<file path="src/rtl/sdram_init_seq.sv">
// rtl/sdram_init_seq.sv - JEDEC SDRAM power-up command sequencer
// Drives power-up wait, PRECHARGE ALL, AUTO REFRESH burst and LOAD MODE, then raises init_done.
module sdram_init_seq #(
    parameter int          T_PWRUP   = 20000,
    parameter int          T_RP      = 2,
    parameter int          T_RFC     = 7,
    parameter int          T_MRD     = 2,
    parameter int          REF_COUNT = 8,
    parameter int          ADDR_W    = 13,
    parameter int          BA_W      = 2,
    parameter logic [12:0] MODE_REG  = 13'h032
) (
    input  logic              clk,
    input  logic              rst,
    output logic              cke,
    output logic              cs_n,
    output logic              ras_n,
    output logic              cas_n,
    output logic              we_n,
    output logic [BA_W-1:0]   ba,
    output logic [ADDR_W-1:0] addr,
    output logic              init_done
);

    localparam int T_MAX1 = (T_PWRUP > T_RP) ? T_PWRUP : T_RP;
    localparam int T_MAX2 = (T_RFC > T_MRD) ? T_RFC : T_MRD;
    localparam int T_MAX  = (T_MAX1 > T_MAX2) ? T_MAX1 : T_MAX2;
    localparam int CW     = $clog2(T_MAX) + 1;
    localparam int RW     = $clog2(REF_COUNT) + 1;

    // Outputs are registered from the current state, so each wait state lasts
    // spacing-1 cycles; a spacing of 1 skips its wait state entirely.
    localparam logic [CW-1:0] PWR_LAST = CW'(T_PWRUP - 1);
    localparam logic [CW-1:0] RP_LAST  = CW'((T_RP  > 1) ? T_RP  - 2 : 0);
    localparam logic [CW-1:0] RFC_LAST = CW'((T_RFC > 1) ? T_RFC - 2 : 0);
    localparam logic [CW-1:0] MRD_LAST = CW'((T_MRD > 1) ? T_MRD - 2 : 0);
    localparam logic [RW-1:0] REF_N    = RW'(REF_COUNT);

    localparam logic [ADDR_W-1:0] ADDR_ALL_BANKS = ADDR_W'(11'h400);
    localparam logic [ADDR_W-1:0] ADDR_MODE      = ADDR_W'(MODE_REG);

    localparam logic [3:0] CMD_NOP  = 4'b0111;
    localparam logic [3:0] CMD_PRE  = 4'b0010;
    localparam logic [3:0] CMD_REF  = 4'b0001;
    localparam logic [3:0] CMD_LMR  = 4'b0000;

    localparam logic [2:0] WAIT_PWR = 3'd0;
    localparam logic [2:0] PRECH    = 3'd1;
    localparam logic [2:0] WAIT_RP  = 3'd2;
    localparam logic [2:0] REF      = 3'd3;
    localparam logic [2:0] WAIT_RFC = 3'd4;
    localparam logic [2:0] LMR      = 3'd5;
    localparam logic [2:0] WAIT_MRD = 3'd6;
    localparam logic [2:0] DONE     = 3'd7;

    logic [2:0]        state;
    logic [2:0]        state_nxt;
    logic [CW-1:0]     cnt;
    logic [RW-1:0]     ref_cnt;
    logic [RW-1:0]     ref_inc;
    logic [3:0]        cmd;
    logic [3:0]        cmd_d;
    logic [ADDR_W-1:0] addr_d;
    logic              in_wait;

    assign ref_inc = ref_cnt + 1'b1;
    assign in_wait = (state == WAIT_PWR) || (state == WAIT_RP) ||
                     (state == WAIT_RFC) || (state == WAIT_MRD);

    always_comb begin
        state_nxt = state;
        case (state)
            WAIT_PWR: if (cnt == PWR_LAST) state_nxt = PRECH;
            PRECH:    state_nxt = (T_RP == 1) ? REF : WAIT_RP;
            WAIT_RP:  if (cnt == RP_LAST) state_nxt = REF;
            REF: begin
                if (T_RFC == 1) state_nxt = (ref_inc < REF_N) ? REF : LMR;
                else            state_nxt = WAIT_RFC;
            end
            WAIT_RFC: if (cnt == RFC_LAST) state_nxt = (ref_cnt < REF_N) ? REF : LMR;
            LMR:      state_nxt = (T_MRD == 1) ? DONE : WAIT_MRD;
            WAIT_MRD: if (cnt == MRD_LAST) state_nxt = DONE;
            default:  state_nxt = state;
        endcase
    end

    always_comb begin
        cmd_d  = CMD_NOP;
        addr_d = '0;
        case (state)
            PRECH: begin
                cmd_d  = CMD_PRE;
                addr_d = ADDR_ALL_BANKS;
            end
            REF:   cmd_d = CMD_REF;
            LMR: begin
                cmd_d  = CMD_LMR;
                addr_d = ADDR_MODE;
            end
            default: cmd_d = CMD_NOP;
        endcase
    end

    always_ff @(posedge clk or posedge rst) begin
        if (rst) begin
            state     <= WAIT_PWR;
            cnt       <= '0;
            ref_cnt   <= '0;
            cke       <= 1'b0;
            cmd       <= CMD_NOP;
            ba        <= '0;
            addr      <= '0;
            init_done <= 1'b0;
        end else begin
            state <= state_nxt;
            if (state_nxt != state) cnt <= '0;
            else if (in_wait)       cnt <= cnt + 1'b1;
            if (state == REF) ref_cnt <= ref_inc;
            cke       <= 1'b1;
            cmd       <= cmd_d;
            ba        <= '0;
            addr      <= addr_d;
            init_done <= (state == DONE);
        end
    end

    assign {cs_n, ras_n, cas_n, we_n} = cmd;

endmodule

</file>
<file path="config.mk">
export PLATFORM = sky130hd
export DESIGN_NAME = sdram_init_seq
export DESIGN_NICKNAME = d
export VERILOG_FILES = /design/src/rtl/sdram_init_seq.sv
export SDC_FILE = /design/constraint.sdc
export NUM_CORES = 1
export LEC_CHECK = 0
export ABC_AREA = 1
export CORE_MARGIN = 5
export CORE_UTILIZATION = 25
export CTS_CLUSTER_DIAMETER = 40
export DETAILED_ROUTE_END_ITERATION = 16
export GPL_ROUTABILITY_DRIVEN = 0
export PLACE_DENSITY = 0.46
export SKIP_LAST_GASP = 1
export SLEW_MARGIN = 15
export SYNTH_ARGS = -nofsm -noshare
export SYNTH_HDL_FRONTEND = slang
export SYNTH_SLANG_ARGS = --single-unit
</file>
<file path="constraint.sdc">
create_clock -name clk -period 1.81 [get_ports clk]
set_clock_uncertainty 0.1 [all_clocks]
set_input_delay 0.362 -clock clk [delete_from_list [all_inputs] [get_ports clk]]
set_output_delay 0.362 -clock clk [all_outputs]
set_load 0.005 [all_outputs]
</file>
== Yosys cells after proc, flatten, opt, wreduce, memory -nomap -nowiden ==
Index checks and enable logic that the tools add are counted.
Word-level totals
  flip-flop bits (word level): 42
  latch bits: 0
  RAM bits: 0
  ROM bits: 0
  output and inout port bits: 21
  memories kept: 0
Cells by class
  add/subtract/negate cells: 2
  multipliers: 0
  div/mod/pow operators: 0
  order comparisons: 1
  eq/ne operators: 10
  shifts and indexed selects: 0
  mux-type cells: 10
  bitwise logic cells: 0
  reduce and logical (&&, ||, !) cells: 6
Operator list (count)
  $mux 16: 2
  $pmux 11 s2: 1
  $pmux 3 s7: 1
  $add 16x1->16 const B: 1
  $eq 16x15->1 const B: 1
  $eq 16x3->1 const B: 1
  $logic_not 16->1: 1
  $mux 3: 5
  $eq 3x3->1 const B: 4
  $pmux 3 s3: 1
  $eq 3x2->1 const B: 2
  $add 4x1->4 const B: 1
  $lt 4x4->1 const B: 1
  $eq 3x1->1 const B: 1
  $logic_not 3->1: 1
  $logic_or 1x1->1: 3
  $ne 3x3->1: 1
  $reduce_bool 2->1: 1

== Logic depth before layout (Yosys ltp) ==
Gate-level depths: netlist of run 1.
  depth in word-level cells: 6
  depth in mapped cells: 9
  gate-level depth less buffers: 9

== Worst setup path after synthesis of run 1 ==
No wires, ideal clock.
  path kind: reg2reg
  from: register cnt[0]
  to: register cnt[11]
  library setup time: 0.073 ns
  arrival: 1.365 ns
  required time: 1.637 ns
  setup slack: 0.272 ns
  stages on the path, launching flop included: 9
  path buffers: 0
  clock period less this slack: 1.538 ns
  cell sequence: dfrtp_1 > ha_1 > nand3_2 > nor2_1 > nand3_1 > nand2_2 > nor2_8 > nand2_8 > a21oi_2
Between the ends
  longest elaborated chain between the ends: 5
RTL lines
  start: declaration: line 58  | logic [CW-1:0] cnt;
  start signal: assignment: line 117  | else if (in_wait) cnt <= cnt + 1'b1;
  $eq 16x3->1 (tied with other cells): line 80  | WAIT_RFC: if (cnt == RFC_LAST) state_nxt = (ref_cnt < REF_N) ? REF : LMR;
  $mux 3, on equally long branches
  $pmux 3 s7: line 72  | case (state)
  $ne 3x3->1: line 116  | if (state_nxt != state) cnt <= '0;
  $mux 16 / $reduce_bool 2->1 (equally long branches)
Parallel ways exist; a longest one is shown, timed or not. The select of a mux whose other input is x is not followed.
A chain may end at the register's enable or synchronous reset.

== Final worst setup path of run 1 ==
  from: register cmd[0]
  to: output we_n
RTL lines
  start: declaration: line 61  | logic [3:0] cmd;
  start signal: assignment: line 120  | cmd <= cmd_d;
  end: declaration: line 19  | output logic we_n,
No word-level cell between the ends.

==> run summary, run 1 <==
crit path capture type - primary output
final hold violation count - 0
Core Area - 7180 um2
delay-heaviest family, CP - flip-flops
Worst IR Drop VDD - 0.197 mV
Worst path slowest cell - dfstp_2
dpl hpwl - 2720 um
Setup violations, final - 0
largest net degree at the start of global routing - 31
layout cell share with drive strength beyond 1 - 0.184
gr usage total - 0.0877
number of post-CTS setup repair buffers - 0
CTS tree - done
max cap viols - 0
status - finished clean
drt first pass iters - 4
critical path, cell by cell - clkdlybuf4s50_1
crit path kind - reg -> out
Die Span X - 95.2 um
fin crit period - 1.74 ns
grt met2 use - 0.134
design area - 2110 um2
worst-path maximum fanout - 1
Clock Latency Late Sink - 0.28 ns
Yosys reg bits - 30
slowest stage delay, CP - 0.51 ns
vias in the first global route - 1,276
CTS Sinks - 30
drc violations - 0
vias per cell - 3.92
Reg area - 756 um2
P per Cell Area - 595 nW/um2
synth unique cells - 28
Critical Path RT - 1.35 ns
area of the multi-input gates - 875 um2
GRT overflow - 0
yosys warns - 0
global-route wire length before repair - 6130 um
total CTS buffers - 5
Worst Hold Slack - 0.354 ns
fillcell total - 768
unrepaired setup endpoints after global routing - false
busiest grt layer - met2
Place WS - 0.141 ns
register area share after synthesis - 0.416
total wire length - 3540 um
final period utilization - 0.962
startpoint types - register
Fin Setup TNS - 0 ns
Mapped Cells - 223
worst min-delay path category - in -> async
antenna viol nets, final - 0
register clock-pin slew on the reported worst setup and hold paths - 0.07 ns
cell row count - 31
Total Nets Final - 249
Layout Area Growth over Synthesis - 16.2%
Antenna Cells - 0
total leakage power - 0.00102 uW
Via Count - 1,346
hold_buf cts - 0
Die ar. - 9070 um2
IO Pins - 23
Die Span Y - 95.2 um
Synth Area per Inst - 8.14 um2
Longest Clk Path Bufs - 2
WP data arrival - 1.28 ns
fmax - 575 MHz
initial DRC count - 50
Final Max Tran Viols - 0
Resized Gates After CTS - 0
Final Util - 0.294
Buf/Inv on CP - 1
port buffer count - 10
drt wl/cell - 10.3 um
CTS root buffer - clkbuf_8
final worst slack - 0.0694 ns
initial antenna violation count - 0
H-tree depth - 2
routing usage on met1 - 0.118
initial cell density of the core - 0.253
Mapped Area - 1820 um2
GR Util met3 - 0.0213
DP Area - 2010 um2
[final cells by class]
cell class | count | area share
Timing Repair Buffer | 18 | 0.0759
Multi-Input combinational cell | 162 | 0.415
Clock inverter | 2 | 0.00593
Sequential cell | 30 | 0.358
Clock buffer | 6 | 0.0391
Tap cell | 99 | 0.0587
Inverter | 26 | 0.0474
[cells in the mapped netlist]
cell,count,share of area
nand2_2,3,0.010
dfrtp_1,27,0.37
nor2_2,3,0.010
nand3_1,11,0.030
inv_2,3,0.0062
o22ai_1,1,0.0034
buf_6,2,0.012
a21oi_1,1,0.0028
nor2_4,2,0.012
o21ai_0,3,0.0083
xor2_1,8,0.039
nand2_8,1,0.011
nand4_1,9,0.031
xnor2_1,4,0.019
nand2_1,50,0.10
a21oi_2,8,0.039
ha_1,4,0.028
nor2_1,32,0.066
buf_4,14,0.058
o21ai_2,1,0.0048
nand3_2,1,0.0055
inv_4,1,0.0034
dfstp_2,3,0.043
nor3_1,5,0.014
inv_1,22,0.045
nor2_8,1,0.011
mux2_2,1,0.0062
conb_1,2,0.0041
[flip-flops by register name (all words and copies together), names as in the netlist]
register,cells
addr,2
state,3
init_done,1
cke,1
cnt,16
ref_cnt,4
cmd,3
[final timing paths]
kind	start	end	slack [ns]	cells past startpoint
worst min register to register	ref_cnt[2]$_DFFE_PP0P_	ref_cnt[2]$_DFFE_PP0P_	0.38	1
worst max-delay path	cmd[0]$_DFF_PP1_	we_n	0.07	1
min in group clk	ref_cnt[2]$_DFFE_PP0P_	ref_cnt[2]$_DFFE_PP0P_	0.38	1
worst min-delay path	rst	cke$_DFF_PP0_	0.35	3
max in group asynchronous	rst	cmd[2]$_DFF_PP1_	0.94	3
worst max register to register	cnt[0]$_DFFE_PP0P_	cnt[14]$_DFFE_PP0P_	0.15	8
[power by group]
part,internal (uW),switching [uW],total (uW)
combinational,5.32,19.6,24.9
sequential,672,0.279,672
clock,305,254,559
[routing by layer]
metal / vias to the layer above / wire length (um) / part of all wire
met1: 598 / 1720 / 0.49
met2: 30 / 1620 / 0.46
met5: - / 0 / 0
met3: 6 / 141 / 0.040
li1: 712 / - / -
met4: 0 / 62 / 0.017
[cell families (layout without fill, tap and decap cells)]
group,count (synthesis),in the layout,share of synthesized area
mux,1,1,0.00620
simple gates,118,118,0.305
xor+xnor,12,12,0.0579
other cells,2,13,0.00414
flops,30,30,0.416
fa+ha+maj,4,4,0.0276
buf+inv,42,52,0.125
compound gates,14,14,0.0579
[through the flow]
step	cells	total power, uW
final	343	1260
after global routing	343	1320
after CTS	343	1290
after detailed placement	335	711
after global placement	335	710
after floorplan	234	719
[placed cells by master (no fill, tap or decap), drive strengths merged]
master and count:
a21oi 9, buf 8, clkbuf 6, clkdlybuf4s50 10, clkinv 1, clkinvlp 1
conb 13, dfrtp 27, dfstp 3, ha 4, inv 26, mux2 1
nand2 54, nand3 12, nand4 9, nor2 38, nor3 5, o21ai 4
o22ai 1, xnor2 4, xor2 8
Power figures use the tool's default switching activity.
==> run 2, diff against run 1 <==
Settings changed: HOLD_SLACK_MARGIN set to 0.03.
==> results of run 2 <==
No change in the layout: final DEF, timing and power equal those of run 1.
